File: src/rtl/proc_pkg.sv
// proc_pkg: shared opcodes, sequencer states and ALU enable layout for the bus sequencer
package proc_pkg;
  typedef enum logic [2:0] {OP_LOAD, OP_MOV, OP_ADD, OP_SUB, OP_AND, OP_OR, OP_XOR, OP_DISP} opcode_e;
  typedef enum logic [2:0] {S_IDLE, S_T1, S_T2, S_T3, S_DONE} seq_state_e;
  localparam int ALU_EN_A   = 0;
  localparam int ALU_EN_B   = 1;
  localparam int ALU_EN_OUT = 2;
  localparam int FUNC_W     = 4;
endpackage

File: src/rtl/reg_select_decoder.sv
// reg_select_decoder: 3-bit register index plus enable to one-hot select
module reg_select_decoder #(
  parameter int NUM_REGS = 8
) (
  input  logic [2:0]          idx,
  input  logic                en,
  output logic [NUM_REGS-1:0] onehot
);
  for (genvar g = 0; g < NUM_REGS; g++) begin : g_bit
    assign onehot[g] = en && (idx == 3'(g));
  end
endmodule

File: src/rtl/bus_sequencer.sv
// bus_sequencer: walks one latched instruction through T1..T3, granting the shared bus to one driver per step
module bus_sequencer
  import proc_pkg::*;
#(
  parameter int NUM_REGS = 8,
  parameter int FUNC_W   = proc_pkg::FUNC_W
) (
  input  logic                clock,
  input  logic                reset,
  input  logic                start,
  input  logic [11:0]         machine_code,
  output logic                data_enable,
  output logic [NUM_REGS-1:0] reg_wr_en,
  output logic [NUM_REGS-1:0] reg_rd_en,
  output logic [2:0]          alu_en,
  output logic [FUNC_W-1:0]   alu_func,
  output logic                display_en,
  output logic                busy,
  output logic                done
);
  seq_state_e  state_q, state_d;
  logic [11:0] instr_q, instr_d;
  opcode_e     op;
  logic [2:0]  p1, p2, p3, rd_idx;
  logic        is_alu, rd_v, wr_v;
  assign op     = opcode_e'(instr_q[11:9]);
  assign p1     = instr_q[8:6];
  assign p2     = instr_q[5:3];
  assign p3     = instr_q[2:0];
  assign is_alu = op != OP_LOAD && op != OP_MOV && op != OP_DISP;
  always_ff @(posedge clock) begin
    if (reset) begin
      state_q <= S_IDLE;
      instr_q <= '0;
    end else begin
      state_q <= state_d;
      instr_q <= instr_d;
    end
  end
  always_comb begin
    state_d = state_q;
    instr_d = instr_q;
    case (state_q)
      S_IDLE: if (start) begin
        state_d = S_T1;
        instr_d = machine_code;
      end
      S_T1:    state_d = is_alu ? S_T2 : S_DONE;
      S_T2:    state_d = S_T3;
      S_T3:    state_d = S_DONE;
      default: state_d = S_IDLE;
    endcase
  end
  // T2 always reads p3; in T1 DISP reads p1 and everything but LOAD reads p2
  assign rd_idx      = (state_q == S_T2) ? p3 : (op == OP_DISP ? p1 : p2);
  assign rd_v        = (state_q == S_T1 && op != OP_LOAD) || state_q == S_T2;
  assign wr_v        = (state_q == S_T1 && (op == OP_LOAD || op == OP_MOV)) || state_q == S_T3;
  assign data_enable = state_q == S_T1 && op == OP_LOAD;
  assign display_en  = state_q == S_T1 && op == OP_DISP;
  assign busy        = state_q != S_IDLE;
  assign done        = state_q == S_DONE;
  assign alu_func    = busy ? FUNC_W'(instr_q[11:9]) : '0;
  always_comb begin
    alu_en             = '0;
    alu_en[ALU_EN_A]   = state_q == S_T1 && is_alu;
    alu_en[ALU_EN_B]   = state_q == S_T2;
    alu_en[ALU_EN_OUT] = state_q == S_T3;
  end
  reg_select_decoder #(.NUM_REGS(NUM_REGS)) u_rd (.idx(rd_idx), .en(rd_v), .onehot(reg_rd_en));
  reg_select_decoder #(.NUM_REGS(NUM_REGS)) u_wr (.idx(p1), .en(wr_v), .onehot(reg_wr_en));
endmodule

File: config.mk
export PLATFORM = sky130hd
export DESIGN_NAME = bus_sequencer
export DESIGN_NICKNAME = d
export VERILOG_FILES = /design/src/rtl/proc_pkg.sv /design/src/rtl/reg_select_decoder.sv /design/src/rtl/bus_sequencer.sv
export SDC_FILE = /design/constraint.sdc
export NUM_CORES = 1
export LEC_CHECK = 0
export CORE_MARGIN = 2
export CORE_UTILIZATION = 25
export DETAILED_ROUTE_END_ITERATION = 16
export DONT_BUFFER_PORTS = 1
export HOLD_SLACK_MARGIN = 0.08
export SLEW_MARGIN = 20
export SYNTH_ARGS = -nofsm -noshare
export SYNTH_HDL_FRONTEND = slang
export SYNTH_HIERARCHICAL = 1
export SYNTH_SLANG_ARGS = --single-unit
export TNS_END_PERCENT = 10
File: constraint.sdc
create_clock -name clock -period 1.85 [get_ports clock]
set_clock_uncertainty 0.15 [all_clocks]
set_input_delay 0.0925 -clock clock [delete_from_list [all_inputs] [get_ports clock]]
set_output_delay 0.0925 -clock clock [all_outputs]
set_load 0.05 [all_outputs]
==> flow_summary.toml, run 1 <==
[final_layout]
antenna_cells = 0
drive_gt1_share_pct = 40.25
fillers = 332
layout.nets = 175
areaGrowthSynthToFinish_pct = 76.12
multiInputGateArea_um2 = 703.2
layout.area.seq_um2 = 302.8
fin_area_um2 = 1670

[worst_setup_path]
rr_worst_depth = 5
r2r_slack_ns = 0.03
critPathCaptureType = "primary output"
r2r_end = "instr_q[10]$_SDFFE_PP0P_"
critPathTopFamily = "simple AND/OR/NAND/NOR gates"
cpPeakStageDelay_ns = 0.49
rr_startpoint = "state_q[1]$_SDFFE_PP0P_"
crit_chain = "or3b_4 -> nor2_4 -> a31oi_4 -> nor4b_4 -> buf_12"
crit_type = "reg -> out"
crit_fanout = 8
start_kind = "register"
crit_slowest_cell = "or3b_4"
crit_required_ns = 1.61
cp_data_arrival_time_ns = 1.79
critPathBufInv = 1

[clock_network]
clk_latency_ns = 0.25
cts_buffer_depth = 2
htreeDepth = 1
postCtsSetupBuffers = 0
cts_root_buffer = "clkbuf_8"
cts_buffers = 3
clk_pin_slew_ns = 0.06
cts.sinks = 15
cts_tree = "done"

[status]
status = "complete, but fails checks"
violations = "setup timing"

[run]
maxCapViolCount = 0

[route]
drt.antenna.violating_nets = 0
vias = 1006
drc = 0
wire_per_inst_um = 12.41
drtIter0Drc = 22
drt-pass1-iter-count = 4
routed_wl_um = 2568
avgViaCountPerCell = 4.860

[synthesis]
syn_nets = 134
synth_top_area_share_pct = 31.66
synth_compound_area_share_pct = 9.631
synthMuxAreaShare_pct = 0
yosysUniqueCellTypes = 29
syn_inst = 119
synth_xor_area_share_pct = 0
syn-cell-area_um2 = 948.4
syn_area_per_cell_um2 = 7.970
synthSimpleGateAreaFrac_pct = 51.58
synth_fa_ha_area_share_pct = 0
yosysWarnings = 6
synthTopCellsByArea = "dfxtp_1, nand2_1, and4bb_2"
yosysSeqAreaShare_pct = 31.66
yosys.area.top_type = "dfxtp_1"
synth_top_family_by_area = "simple AND/OR/NAND/NOR gates"
ys_ff_latch = 15

[timing]
max_slew_margin_pct = 61.90
worst_pin_slew_ns = 0.5696
finalSetupViolCount = 8
worst_slack_ns = -0.1818
setup_tns_ns = -1.304
final-hold-violation-count = 0
clock.fmax_mhz = 492.2
slew_violations = 0
rsz0062_at_grt = "true"
fin_crit_sh_pct = 109.8
period_needed_ns = 2.032

[grt]
grt_util_all_layers_pct = 12.18
overflow = 0
antenna_found_initial = 0
grt_pass1_wl_um = 4084
first_global_vias = 941
grt_max_degree = 17

[floorplan]
start_util_pct = 25.91
pin_count = 42
coreArea_um2 = 3661
die_w_um = 65.59
rows = 22
die_area_um2 = 4302
die_height_um = 65.59

[min_path]
hp-class = "in -> reg"
min_to = "instr_q[5]$_SDFFE_PP0P_"
min_from = "start"
hold_depth = 3

[place]
placed_area_um2 = 1434
dpl.hpwl_um = 1903
io_buffer_count = 0
gp_congestion = 0.8479

[power]
ir_drop_v = 0.0002376
powerDensity_nw_per_um2 = 562.6
total_leakage_power_nw = 0.6387
==> synthesized netlist by cell type <==
cell type,count
clkbuf_1,2
and4_2,2
nand2b_1,1
and4bb_2,6
nor3_1,3
and4b_2,6
clkbuf_2,1
nor4b_2,2
or3b_2,1
or4b_4,1
nand2_1,30
a21oi_1,13
buf_4,1
inv_1,3
nor4_1,1
nand3_1,2
conb_1,1
or2b_1,1
buf_2,2
buf_6,2
o31ai_1,1
or3_1,3
and3_1,1
nor2_1,9
nor3b_1,2
nor4b_4,1
dfxtp_1,15
nor2b_1,3
a31oi_1,3
==> registers in the layout (all words and copies together), names as in the netlist <==
signal	cells
instr_q	12
state_q	3
==> cell usage in the layout, fill, tap and decap left out, drive strengths merged <==
cell	instances
and4b	6
dfxtp	15
nor4b	3
or3	3
dlygate4sd3	15
and4bb	6
nor3b	2
or3b	1
clkinv	1
a31oi	3
conb	1
or4b	1
nand2	30
and3	1
nand3	2
nor2b	3
nor4	1
buf	29
a21oi	13
clkbuf	3
nor2	9
inv	3
or2b	1
o31ai	1
and4	2
nand2b	1
nor3	3
==> tightest hold or removal path, stage by stage <==
cell and delay [ns]:
or4b_4 0.27, nand2_1 0.07, a21oi_1 0.12
==> worst max-delay path by stage <==
stage,cells after the start,from,end
6_report,5,state_q[2]$_SDFFE_PP0P_,reg_rd_en[0]
4_1_cts,5,state_q[2]$_SDFFE_PP0P_,reg_rd_en[0]
3_5_place_dp,4,state_q[0]$_SDFFE_PP0P_,reg_rd_en[5]
5_1_grt,5,state_q[2]$_SDFFE_PP0P_,reg_rd_en[0]
2_1_floorplan,6,state_q[0]$_SDFFE_PP0P_,reg_rd_en[0]
3_3_place_gp,4,state_q[0]$_SDFFE_PP0P_,reg_rd_en[3]
==> final cells by class <==
| class | instances | area share (%) |
|---|---|---|
| clock buffers | 3 | 2.472 |
| clock inverters | 1 | 0.2996 |
| inverters | 3 | 0.6742 |
| multi-input cells | 93 | 42.10 |
| flip-flops and latches | 15 | 18.13 |
| well taps | 48 | 3.596 |
| repair buffers | 44 | 32.73 |
==> power by group <==
part           switching [mW]  leakage [nW]  internal [mW]  total [mW]
Sequential             0.0227         0.124          0.346       0.369
Clock                   0.118        0.0255          0.149       0.267
Combinational           0.174         0.489          0.130       0.304
==> repair_timing <==
| item | in CTS | in global routing |
|---|---|---|
| gates resized for setup | 7 | 3 |
| endpoints found under the hold margin | 15 | 0 |
| pin swaps | 5 | 3 |
| endpoints found under the setup margin | 16 | 19 |
| cloned | 0 | 0 |
| hold buffers | 15 | 0 |
==> per-layer routing <==
| layer | track usage (%) | vias to the layer above | wire length, um |
|---|---|---|---|
| met2 | 22.45 | 29 | 1375 |
| li1 | - | 503 | - |
| met3 | 1.884 | 4 | 130 |
| met4 | 5.990 | 0 | 29 |
| met1 | 13.44 | 470 | 1033 |
| met5 | 0 | - | 0 |
==> cell families (layout without fill, tap and decap cells) <==
family	count (synthesis)	count (layout)
buf+inv	11	51
flops	15	15
other cells	1	1
simple gates	75	75
compound gates	17	17
==> through the flow <==
step           worst slack (ns)  utilization, %  cells  power [mW]  hold slack (ns)
3_5_place_dp            0.01171           39.17    188      0.6362          0.01561
3_3_place_gp            0.07108           39.17    188      0.6293          0.01366
2_1_floorplan           -0.2219               -    119      0.5738          0.01157
6_report                -0.1818           45.63    207      0.9397           0.1861
5_1_grt                 -0.2539           45.63    207      0.9797           0.2126
4_1_cts                 -0.1850           45.32    207      0.9391           0.1829
Power figures use the tool's default switching activity.
==> inputs of run 2 (changes only) <==
--- a/config.mk
+++ b/config.mk
@@ -6,10 +6,11 @@
 export NUM_CORES = 1
 export LEC_CHECK = 0
 export CORE_MARGIN = 2
-export CORE_UTILIZATION = 25
+export CORE_UTILIZATION = 54
 export DETAILED_ROUTE_END_ITERATION = 16
 export DONT_BUFFER_PORTS = 1
 export HOLD_SLACK_MARGIN = 0.08
+export PLACE_DENSITY = 0.72
 export SLEW_MARGIN = 20
 export SYNTH_ARGS = -nofsm -noshare
 export SYNTH_HDL_FRONTEND = slang
==> flow_summary.toml, run 2 (synthesized netlist as in run 1, its figures left out) <==
[status]
status = "complete, but fails checks"
violations = "setup timing"

[min_path]
hold_depth = 3
hp-class = "in -> reg"

[timing]
worst_pin_slew_ns = 0.7000
hold_slack_ns = 0.1645
setup_tns_ns = -3.512
period_needed_ns = 2.161
final-hold-violation-count = 0
clock.fmax_mhz = 462.8
slew_violations = 0
rsz0062_at_grt = "true"
fin_crit_sh_pct = 116.8
finalSetupViolCount = 18
max_slew_margin_pct = 53.14
worst_slack_ns = -0.3108

[route]
routed_wl_um = 4321
drc = 0
drtIter0Drc = 79
drt-pass1-iter-count = 5
drt.antenna.violating_nets = 0
wire_per_inst_um = 24.83
vias = 1205
avgViaCountPerCell = 6.925

[final_layout]
drive_gt1_share_pct = 45.22
layout_common_cells = "nand2_1, dlygate4sd3_1, a21oi_1, buf_12, buf_4"
fillers = 38
largest_register_ffs = 12
regMostFlops = "instr_q"
fin_util_pct = 95.85
final_cell_count_no_fill = 174
fin_area_um2 = 1619
layout.nets = 173
antenna_cells = 0
layout.area.seq_um2 = 307.8
final_common_cell = "nand2_1"
areaGrowthSynthToFinish_pct = 70.71
top_regs = "instr_q (12), state_q (3)"
multiInputGateArea_um2 = 716.9

[power]
intPower_mw = 0.5588
finalPower_mw = 0.9256
switching_share_pct = 39.63
total_leakage_power_nw = 0.6284
seq_power_share_pct = 40.9
pwr-share-comb_pct = 36.3
pwr-share-clk_pct = 22.8
ir_drop_v = 0.0005315
powerDensity_nw_per_um2 = 571.7
power_switching_mw = 0.3668

[worst_setup_path]
crit_fanout = 8
critPathCaptureType = "primary output"
rr_startpoint = "state_q[1]$_SDFFE_PP0P_"
crit_required_ns = 1.61
startpoint = "state_q[1]$_SDFFE_PP0P_"
rr_worst_depth = 4
cp_data_arrival_time_ns = 1.92
r2r_end = "instr_q[7]$_SDFFE_PP0P_"
crit_type = "reg -> out"
endpoint = "reg_rd_en[0]"
r2r_slack_ns = 0.06
start_kind = "register"

[clock_network]
cts_buffer_depth = 2
cts_tree = "done"
clk_pin_slew_ns = 0.11
cts_root_buffer = "clkbuf_4"
postCtsSetupBuffers = 0
cts_buffers = 3
cts.sinks = 15
htreeDepth = 1
clk_latency_ns = 0.31

[place]
placed_area_um2 = 1375
pre_cts_ws_ns = -0.01760
dpl.hpwl_um = 1872
io_buffer_count = 0
gp_congestion = 0.7698
dp.cells = 156

[floorplan]
coreArea_um2 = 1689
die_height_um = 45.91
pin_count = 42
die_area_um2 = 2108
die_w_um = 45.91
rows = 15
start_util_pct = 56.15

[grt]
overflow = 0
grt_pass1_wl_um = 5244
first_global_vias = 1052
antenna_found_initial = 0
grt_util_all_layers_pct = 36.30
grt_max_degree = 17

[run]
maxCapViolCount = 0
-- run 2: cell count changes in the layout (fill, tap and decap cells not counted), moves of 2 or more --
| cell | previous run | this run |
|---|---|---|
| buf_4 | 14 | 10 |
| buf_6 | 1 | 5 |
| clkbuf_4 | 0 | 3 |
| clkbuf_8 | 3 | 0 |
| dfxtp_1 | 13 | 9 |
| dfxtp_2 | 2 | 6 |
| nor3_1 | 2 | 0 |
| nor3_2 | 1 | 3 |
-- run 2: layer usage --
| layer | vias up | part of all wire, % | wire (um) | track usage [%] |
|---|---|---|---|---|
| met5 | - | 0 | 0 | 0 |
| met4 | 0 | 6.5 | 282 | 26.86 |
| met3 | 35 | 8.7 | 375 | 7.143 |
| met2 | 112 | 52 | 2245 | 60.56 |
| met1 | 562 | 33 | 1418 | 40.00 |
| li1 | 496 | - | - | - |
-- run 2: final cells by class --
type,instances,area share [%]
multi-input cells,93,44.28
clock buffers,3,1.391
flip-flops and latches,15,19.01
well taps,17,1.314
clock inverters,1,0.4637
repair buffers,42,32.84
inverters,3,0.6955
-- run 2: timing repair --
action                                  CTS  global route
endpoints found under the hold margin    15             0
hold buffers                             14             0
cloned                                    0             0
pin swaps                                 4            10
resized for setup                         6            16
endpoints found under the setup margin   18            24
-- run 2: worst min-delay path by stage --
stage	start	to	slack, ns
CTS	start	instr_q[5]$_SDFFE_PP0P_	0.12
global route	start	instr_q[11]$_SDFFE_PP0P_	0.18
floorplan	reset	instr_q[0]$_SDFFE_PP0P_	0.01
detailed placement	reset	instr_q[4]$_SDFFE_PP0P_	0.01
finish	start	instr_q[11]$_SDFFE_PP0P_	0.16
global placement	reset	instr_q[9]$_SDFFE_PP0P_	0.01
-- run 2: critical path, cell delays in order, from the launching register on --
cell and delay, ns:
dfxtp_2 0.36, or3b_4 0.49, nor2_4 0.14, a31oi_4 0.07, nor4b_4 0.38, buf_12 0.18
-- run 2: power by group through the flow --
stage | clock network [mW] | logic [mW] | registers (mW)
after global routing | 0.218 | 0.344 | 0.379
after CTS | 0.204 | 0.292 | 0.368
after floorplan | 0 | 0.203 | 0.371
after global placement | 0 | 0.249 | 0.373
final | 0.211 | 0.336 | 0.378
after detailed placement | 0 | 0.258 | 0.375
